File: src/rtl/pixel_pkg.sv
// Shared constants, reader state encoding and address packing for the pixel
// memory read path.
package pixel_pkg;

    localparam int PIX_N      = 32;
    localparam int PIX_WIDTH  = 350;
    localparam int PIX_HEIGHT = 270;

    typedef enum logic [1:0] {
        IDLE,
        SCAN,
        DRAIN,
        FLUSH
    } reader_state_t;

    // j lives in the upper half of the address, i in the lower half.
    function automatic logic [PIX_N-1:0] pack_ij(input logic [PIX_N/2-1:0] j,
                                                 input logic [PIX_N/2-1:0] i);
        return {j, i};
    endfunction

endpackage

File: src/rtl/pixel_packer.sv
// Packs captured 1-bit pixels MSB-first into bytes and holds them in a
// single valid/ready output slot.
module pixel_packer
    import pixel_pkg::*;
(
    input  logic       clk,
    input  logic       rst_n,
    input  logic       capture,
    input  logic       pix,
    input  logic       flush,
    output logic [3:0] fill,
    output logic [7:0] m_data,
    output logic       m_valid,
    input  logic       m_ready,
    output logic       m_last
);

    logic [7:0] sr_bits;
    logic [3:0] fill_reg;
    logic       load;

    assign fill = fill_reg;

    // A full byte, or any leftover pixels once the scan has finished, moves
    // into the slot when it is empty or being emptied this cycle.
    assign load = ((fill_reg == 4'd8) || (flush && (fill_reg != 4'd0)))
                  && (!m_valid || m_ready);

    generate
        for (genvar gi = 0; gi < 8; gi++) begin : g_bit
            logic bit_reg;
            always_ff @(posedge clk or negedge rst_n) begin
                if (!rst_n) begin
                    bit_reg <= 1'b0;
                end else if (load) begin
                    bit_reg <= 1'b0;
                end else if (capture && (fill_reg[2:0] == 3'(7 - gi))) begin
                    bit_reg <= pix;
                end
            end
            assign sr_bits[gi] = bit_reg;
        end
    endgenerate

    always_ff @(posedge clk or negedge rst_n) begin
        if (!rst_n) begin
            fill_reg <= 4'd0;
            m_data   <= 8'd0;
            m_valid  <= 1'b0;
            m_last   <= 1'b0;
        end else if (load) begin
            m_data   <= sr_bits;
            m_valid  <= 1'b1;
            m_last   <= flush;
            fill_reg <= 4'd0;
        end else begin
            if (m_valid && m_ready) begin
                m_valid <= 1'b0;
                m_last  <= 1'b0;
            end
            if (capture) begin
                fill_reg <= fill_reg + 4'd1;
            end
        end
    end

endmodule

File: src/rtl/pixel_frame_reader.sv
// Read-side master for the 1-bit pixel memory: scans one frame in raster
// order and streams the pixels packed 8 per byte on a valid/ready port.
module pixel_frame_reader
    import pixel_pkg::*;
#(
    parameter int N      = PIX_N,
    parameter int WIDTH  = PIX_WIDTH,
    parameter int HEIGHT = PIX_HEIGHT
) (
    input  logic         clk,
    input  logic         rst_n,
    input  logic         start,
    output logic         busy,
    output logic         done,
    output logic [N-1:0] mem_addr_ij,
    output logic         mem_wr,
    input  logic [N-1:0] mem_data_out,
    output logic [7:0]   m_data,
    output logic         m_valid,
    input  logic         m_ready,
    output logic         m_last
);

    localparam int HALF = N / 2;

    reader_state_t   state_reg;
    logic [HALF-1:0] i_reg;
    logic [HALF-1:0] j_reg;
    logic            inflight_reg;
    logic [3:0]      fill;
    logic            issue;
    logic            flush;
    logic            last_hs;
    logic            unused_mem_bits;

    assign mem_wr          = 1'b0;
    assign unused_mem_bits = ^mem_data_out[N-1:1];
    assign flush           = (state_reg == FLUSH);
    assign last_hs         = m_valid && m_ready && m_last;

    // Never let captured plus outstanding pixels exceed one byte.
    assign issue = (state_reg == SCAN)
                   && (({1'b0, fill} + {4'b0000, inflight_reg}) < 5'd8);

    always_ff @(posedge clk or negedge rst_n) begin
        if (!rst_n) begin
            state_reg    <= IDLE;
            i_reg        <= '0;
            j_reg        <= '0;
            inflight_reg <= 1'b0;
            mem_addr_ij  <= '0;
            busy         <= 1'b0;
            done         <= 1'b0;
        end else begin
            done         <= 1'b0;
            inflight_reg <= issue;
            case (state_reg)
                IDLE: begin
                    // A start coinciding with done belongs to the old frame.
                    if (start && !done) begin
                        state_reg <= SCAN;
                        busy      <= 1'b1;
                        i_reg     <= '0;
                        j_reg     <= '0;
                    end
                end
                SCAN: begin
                    if (issue) begin
                        mem_addr_ij <= pack_ij(j_reg, i_reg);
                        if (i_reg == HALF'(WIDTH - 1)) begin
                            i_reg <= '0;
                            if (j_reg == HALF'(HEIGHT - 1)) begin
                                state_reg <= DRAIN;
                            end else begin
                                j_reg <= j_reg + 1'b1;
                            end
                        end else begin
                            i_reg <= i_reg + 1'b1;
                        end
                    end
                end
                DRAIN: begin
                    // The last issued pixel is always captured on this edge.
                    state_reg <= FLUSH;
                end
                FLUSH: begin
                    if (last_hs) begin
                        state_reg <= IDLE;
                        busy      <= 1'b0;
                        done      <= 1'b1;
                    end
                end
                default: state_reg <= IDLE;
            endcase
        end
    end

    pixel_packer u_packer (
        .clk     (clk),
        .rst_n   (rst_n),
        .capture (inflight_reg),
        .pix     (mem_data_out[0]),
        .flush   (flush),
        .fill    (fill),
        .m_data  (m_data),
        .m_valid (m_valid),
        .m_ready (m_ready),
        .m_last  (m_last)
    );

endmodule

File: config.mk
export PLATFORM = sky130hd
export DESIGN_NAME = pixel_frame_reader
export DESIGN_NICKNAME = d
export VERILOG_FILES = /design/src/rtl/pixel_pkg.sv /design/src/rtl/pixel_packer.sv /design/src/rtl/pixel_frame_reader.sv
export SDC_FILE = /design/constraint.sdc
export NUM_CORES = 1
export LEC_CHECK = 0
export ABC_AREA = 1
export BUFFER_PORTS_ARGS = -buffer_cell sky130_fd_sc_hd__buf_2
export CORE_ASPECT_RATIO = 1.75
export CORE_UTILIZATION = 35
export CTS_CLUSTER_SIZE = 16
export DETAILED_ROUTE_END_ITERATION = 10
export GPL_TIMING_DRIVEN = 1
export PLACE_DENSITY = 0.59
export SYNTH_ARGS = -nofsm -noshare
export SYNTH_HDL_FRONTEND = slang
export SYNTH_SLANG_ARGS = --single-unit
File: constraint.sdc
create_clock -name clk -period 2.2 [get_ports clk]
set_input_delay 0 -clock clk [delete_from_list [all_inputs] [get_ports clk]]
set_output_delay 0 -clock clk [all_outputs]
set_load 0.01 [all_outputs]
======== Word level (Yosys, flattened, before mapping) ========
Cells that the tools add are included.
cells by class
  add/subtract/negate cells ............... 4
  order comparisons ....................... 1
  equality and inequality tests ........... 19
  muxes and demuxes ....................... 40
  reductions and logical operators ........ 38
operators by type and width
  kind                                                        number
  2-to-1 mux 16 bit                                           6
  one-hot mux 16 bit (2 select lines)                         2
  adder 16 x 1 -> 16 bit, second input constant               2
  equality test 16 x 9 -> 1 bit, second input constant        2
  nonzero test 2 bit                                          12
  2-to-1 mux 1 bit                                            23
  logical AND 1 bit                                           14
  equality test 3 bit, second input constant                  4
  2-to-1 mux 2 bit                                            5
  AND reduction 5 bit                                         2
  2-to-1 mux 4 bit                                            2
  != test 2 bit, second input constant                        4
  one-hot mux 2 bit (4 select lines)                          1
  equality test 3 x 2 -> 1 bit, second input constant         2
  AND reduction 3 bit                                         2
  adder 4 x 1 -> 5 bit                                        1
  less-than comparator 5 x 4 -> 1 bit, second input constant  1
  adder 4 x 1 -> 4 bit, second input constant                 1
  equality test 2 bit, second input constant                  2
  equality test 4 bit, second input constant                  1
  != test 2 x 1 -> 1 bit, second input constant               2
  nonzero test 4 bit                                          1
  equality test 3 x 1 -> 1 bit, second input constant         1
  logical NOT 3 bit                                           1
  6 further kinds                                             8
storage, ports and cells
  bits in registers ....................... 91
  bits of input ports ..................... 36
  output and inout port bits .............. 45
  word-level logic and storage cells ...... 121

======== Depth between registers and ports, before layout ========
  depth in word-level cells ............... 5
  gate-level depth with buffers ........... 11
  mapped depth without buffers ............ 10

======== Modules after synthesis ========
From an unflattened synthesis, not the netlist that was laid out.
second synthesis, totals
  cell total of the unflattened synthesis .. 623
  area, all modules ....................... 4,785.8 µm²
by module, submodules not included
  module              times used  cells each  area an instance (µm²)  sequential area each (µm²)
  pixel_frame_reader  1           486         3,648.5                 1,726.7
  pixel_packer        1           137         1,137.3                 550.5

======== Worst setup path before layout ========
No wires, ideal clock.
  path kind ............................... register -> register
  start point ............................. register state_reg[1]
  end point ............................... register j_reg[7]
  setup time .............................. 0.065 ns
  arrival time ............................ 1.471 ns
  slack ................................... 0.664 ns
  stages on the path, launching flop included .. 11
  period minus slack after synthesis ...... 1.536 ns
  path through ............................ dfrtp_1 inv_1 ha_1 buf_2 nand3_1 nand2_2 inv_2 nand2_4 buf_6 nand2_2 nand2_1
between the ends
  cells in the longest elaborated chain, start to end .. 4
RTL lines
  item                                  RTL line                                            RTL
  start: declaration                    pixel_frame_reader.sv:26                            reader_state_t state_reg;
  start signal: assignment              pixel_frame_reader.sv:47                            state_reg <= IDLE;
  start signal: assignment              pixel_frame_reader.sv:61                            state_reg <= SCAN;
  start signal: assignment              pixel_frame_reader.sv:73                            state_reg <= DRAIN;
  equality test 2 x 1 -> 1 bit          pixel_frame_reader.sv:42, pixel_frame_reader.sv:57
  logical AND 1 bit                     pixel_frame_reader.sv:43                            && (({1'b0, fill} + {4'b0000, inflight_reg}) < 5'd8);
  != test 2 bit (no source line)        --
  AND reduction 5 bit (no source line)  --
  end signal: assignment                pixel_frame_reader.sv:75                            j_reg <= j_reg + 1'b1;
  end: declaration                      pixel_frame_reader.sv:28                            logic [HALF-1:0] j_reg;
Several ways; a longest one is shown, not always the timed one.
A chain may end at the register's enable or synchronous reset.

======== Final worst setup path ========
  start point ............................. register state_reg[1]
  end point ............................... register mem_addr_ij[0]
between the ends
  cells in the longest elaborated chain, start to end .. 3
RTL lines
  item                                  RTL line                  RTL
  equality test 2 x 1 -> 1 bit          pixel_frame_reader.sv:42  assign issue = (state_reg == SCAN)
  logical AND 1 bit                     pixel_frame_reader.sv:43
  net issue                             pixel_frame_reader.sv:31  logic issue;
  AND reduction 2 bit (no source line)  --
  end signal: assignment                pixel_frame_reader.sv:69  mem_addr_ij <= pack_ij(j_reg, i_reg);
  end: declaration                      pixel_frame_reader.sv:15  output logic [N-1:0] mem_addr_ij,
The timed path passes the listed nets, and every way through them passes these cells.

==> results.json <==
{
  "post-dp-hpwl_um": 8250,
  "startpoint_type": "flip-flop",
  "numCtsBuffers": 9,
  "synth_nets": 680,
  "cts_resized": 0,
  "rsz0062_at_grt": "false",
  "seqPwrFrac_pct": 37.9,
  "synth_area_um2": 4810,
  "grt_usage_pct": 16.7,
  "multi_input_area_um2": 2180,
  "setup_slack_ps": 251,
  "dieArea_um2": 14200,
  "reg2reg_slack_ps": 250,
  "regArea_um2": 2280,
  "synthTopCellsByArea": "dfrtp_1 (47%), nand2_1 (17%), nand3_1 (4.9%)",
  "pwr-share-comb_pct": 34.3,
  "ys.flop_type": "dfrtp_1",
  "synthToLayoutAreaGrowth_pct": 16.0,
  "die_h_um": 157,
  "ios": 81,
  "place_inst": 842,
  "ys_types": 32,
  "holdWs_ps": 117,
  "pre_cts_ws_ps": 215,
  "cts_tree": "built",
  "intPower_mw": 3.38,
  "p_leak_nw": 2.86,
  "synthArstFlopShare_pct": 100,
  "powerDensity_nw_per_um2": 1010,
  "clk_path_buf_depth": 2,
  "p_switching_mw": 2.25,
  "crit_required_ps": 2420,
  "status": "finished clean",
  "clock_latency_ps": 350,
  "slew_headroom_pct": 59.4,
  "synth_top_area_share_pct": 47.3,
  "grt-ovfl-total": 0,
  "nets": 732,
  "synth-edff-count": 0,
  "die_w_um": 90.6,
  "hold_violations": 0,
  "place_congestion": 0.911,
  "p_sw_share_pct": 40.0,
  "setup_viol_count_final": 0,
  "cts.reportedPaths.clkPinSlew_ps": 70,
  "drtAntennaViolNets": 0,
  "cts_htree_levels": 3,
  "synthTopCellsByCount": "nand2_1 (216), dfrtp_1 (91), inv_1 (61)",
  "synthCells": 629,
  "nFillCells": 1373,
  "fin_util_pct": 41.7,
  "drive_above_1_share_pct": 15.0,
  "drv_slew": 0,
  "wl_per_cell_um": 12.9,
  "grt_start_max_net_pins": 58,
  "pwr-share-clk_pct": 27.8,
  "skew_ps": 11.0,
  "max-vdd-ir-drop_uv": 450,
  "wl_um": 11100,
  "postLayoutCellArea_um2": 5580,
  "hold_path_class": "input pin to flip-flop",
  "yosysSeqAreaShare_pct": 47.3,
  "drc": 0,
  "stdcell_count": 860,
  "antenna_found_initial": 0,
  "rows": 56,
  "largest_register_ff_count": 32,
  "drt_iter0_markers": 180,
  "critical_path_class": "flip-flop to flip-flop",
  "critPathArrivalTime_ps": 2170,
  "synth_top_cell_by_area": "dfrtp_1",
  "grt_pass1_vias": 3978,
  "coreArea_um2": 13400,
  "power_mw": 5.63,
  "final.setup.tns_ps": 0,
  "maxCapViolations": 0,
  "post_cts_buffers": 0,
  "synth-seq-cells": 91,
  "grt_first_pass_wirelength_um": 18600,
  "vias": 4071,
  "root_buffer": "clkbuf_16",
  "synth_area_per_cell_um2": 7.65,
  "fin_crit_sh_pct": 88.6,
  "firstDrtPassIters": 4,
  "cts_sinks": 91,
  "crit_path_end_kind": "flip-flop",
  "clock.fmax_mhz": 513,
  "cts_hold_buf": 2,
  "worst_slew_pin_slew_ps": 604,
  "diodes": 0,
  "ys_warn_count": 0,
  "yosysMostFrequentCell": "nand2_1",
  "viasPerCell": 4.73,
  "port_buffers": 48,
  "placement.cell_area_um2": 5260,
  "start_util_pct": 35.9,
  "period_minus_slack_ps": 1950,
  "cp_max_fo": 57
}
==> cell families (layout without fill, tap and decap cells) <==
logic type | after synthesis | in the layout | synth area share [%]
fa+ha+maj | 15 | 15 | 3.90
flops | 91 | 91 | 47.3
simple gates | 361 | 361 | 32.1
other cells | 1 | 1 | 0.0780
xor+xnor | 12 | 12 | 2.19
buf+inv | 86 | 143 | 7.28
compound gates | 63 | 63 | 7.08
==> cell type report <==
type	instances	share of cell area, %
Clock inverter	6	1.30
Multi-Input combinational cell	452	39.1
Tap cell	174	3.90
Inverter	71	4.78
Timing Repair Buffer	56	5.97
Clock buffer	10	4.10
Sequential cell	91	40.8
==> layout by cell type (no fill, tap or decap) <==
cell type      count
o22ai_1            2
bufinv_16          1
o31ai_1            2
dlygate4sd3_1      2
o21ai_0           47
clkbuf_16          9
clkinv_1           1
buf_4              5
clkinv_4           2
nor2_4             4
a21oi_1            1
inv_6              2
nor3b_1            1
buf_2             47
nor2_1            56
inv_2              9
nand2_4            2
nand3_1           47
nor3_1             5
conb_1             1
a21oi_4            1
nand2_1          216
nor2_2             1
o21ai_2            1
nand2_2           15
ha_1              15
clkinvlp_4         1
nand3b_1           1
clkbuf_1           1
a21boi_1           1
dfrtp_1           91
o21ai_1            8
nand4_1           12
buf_12             2
inv_1             61
or2_2              1
xor2_1            12
==> metal layers <==
layer / track usage, % / part of all wire, %
met2: 32.1 / 54
met5: 0 / 0
met1: 17.2 / 39
met4: 8.06 / 2.9
met3: 2.71 / 3.3
==> final timing paths <==
path                                                 from                                    end  cells past startpoint
max in group asynchronous                           rst_n            mem_addr_ij[14]$_DFFE_PN0P_                      3
setup / recovery                 state_reg[1]$_DFFE_PN0P_             mem_addr_ij[0]$_DFFE_PN0P_                      8
hold reg to reg            u_packer.m_data[0]$_DFFE_PN0P_         u_packer.m_data[0]$_DFFE_PN0P_                      2
setup reg to reg                 state_reg[1]$_DFFE_PN0P_             mem_addr_ij[0]$_DFFE_PN0P_                      8
hold / removal                            mem_data_out[0]  u_packer.g_bit[2].bit_reg$_DFFE_PN0P_                      5
min in group asynchronous                           rst_n                   i_reg[0]$_DFFE_PN0P_                      2
==> worst max-delay path, cell delays in order, from the launching register on <==
cell,delay [ps]
dfrtp_1,420
inv_1,120
ha_1,310
inv_2,160
nor2_1,320
inv_2,130
buf_12,210
nand2_1,80
o21ai_0,70
==> power by group through the flow <==
stage          combinational, mW  clock (mW)  sequential (mW)
3_5_place_dp                1.95           0             2.17
4_1_cts                     1.97        1.62             2.13
5_1_grt                     2.19        1.68             2.17
6_report                    1.93        1.57             2.13
2_1_floorplan               1.41           0             2.14
3_3_place_gp                1.90           0             2.15
Power figures use the tool's default switching activity.
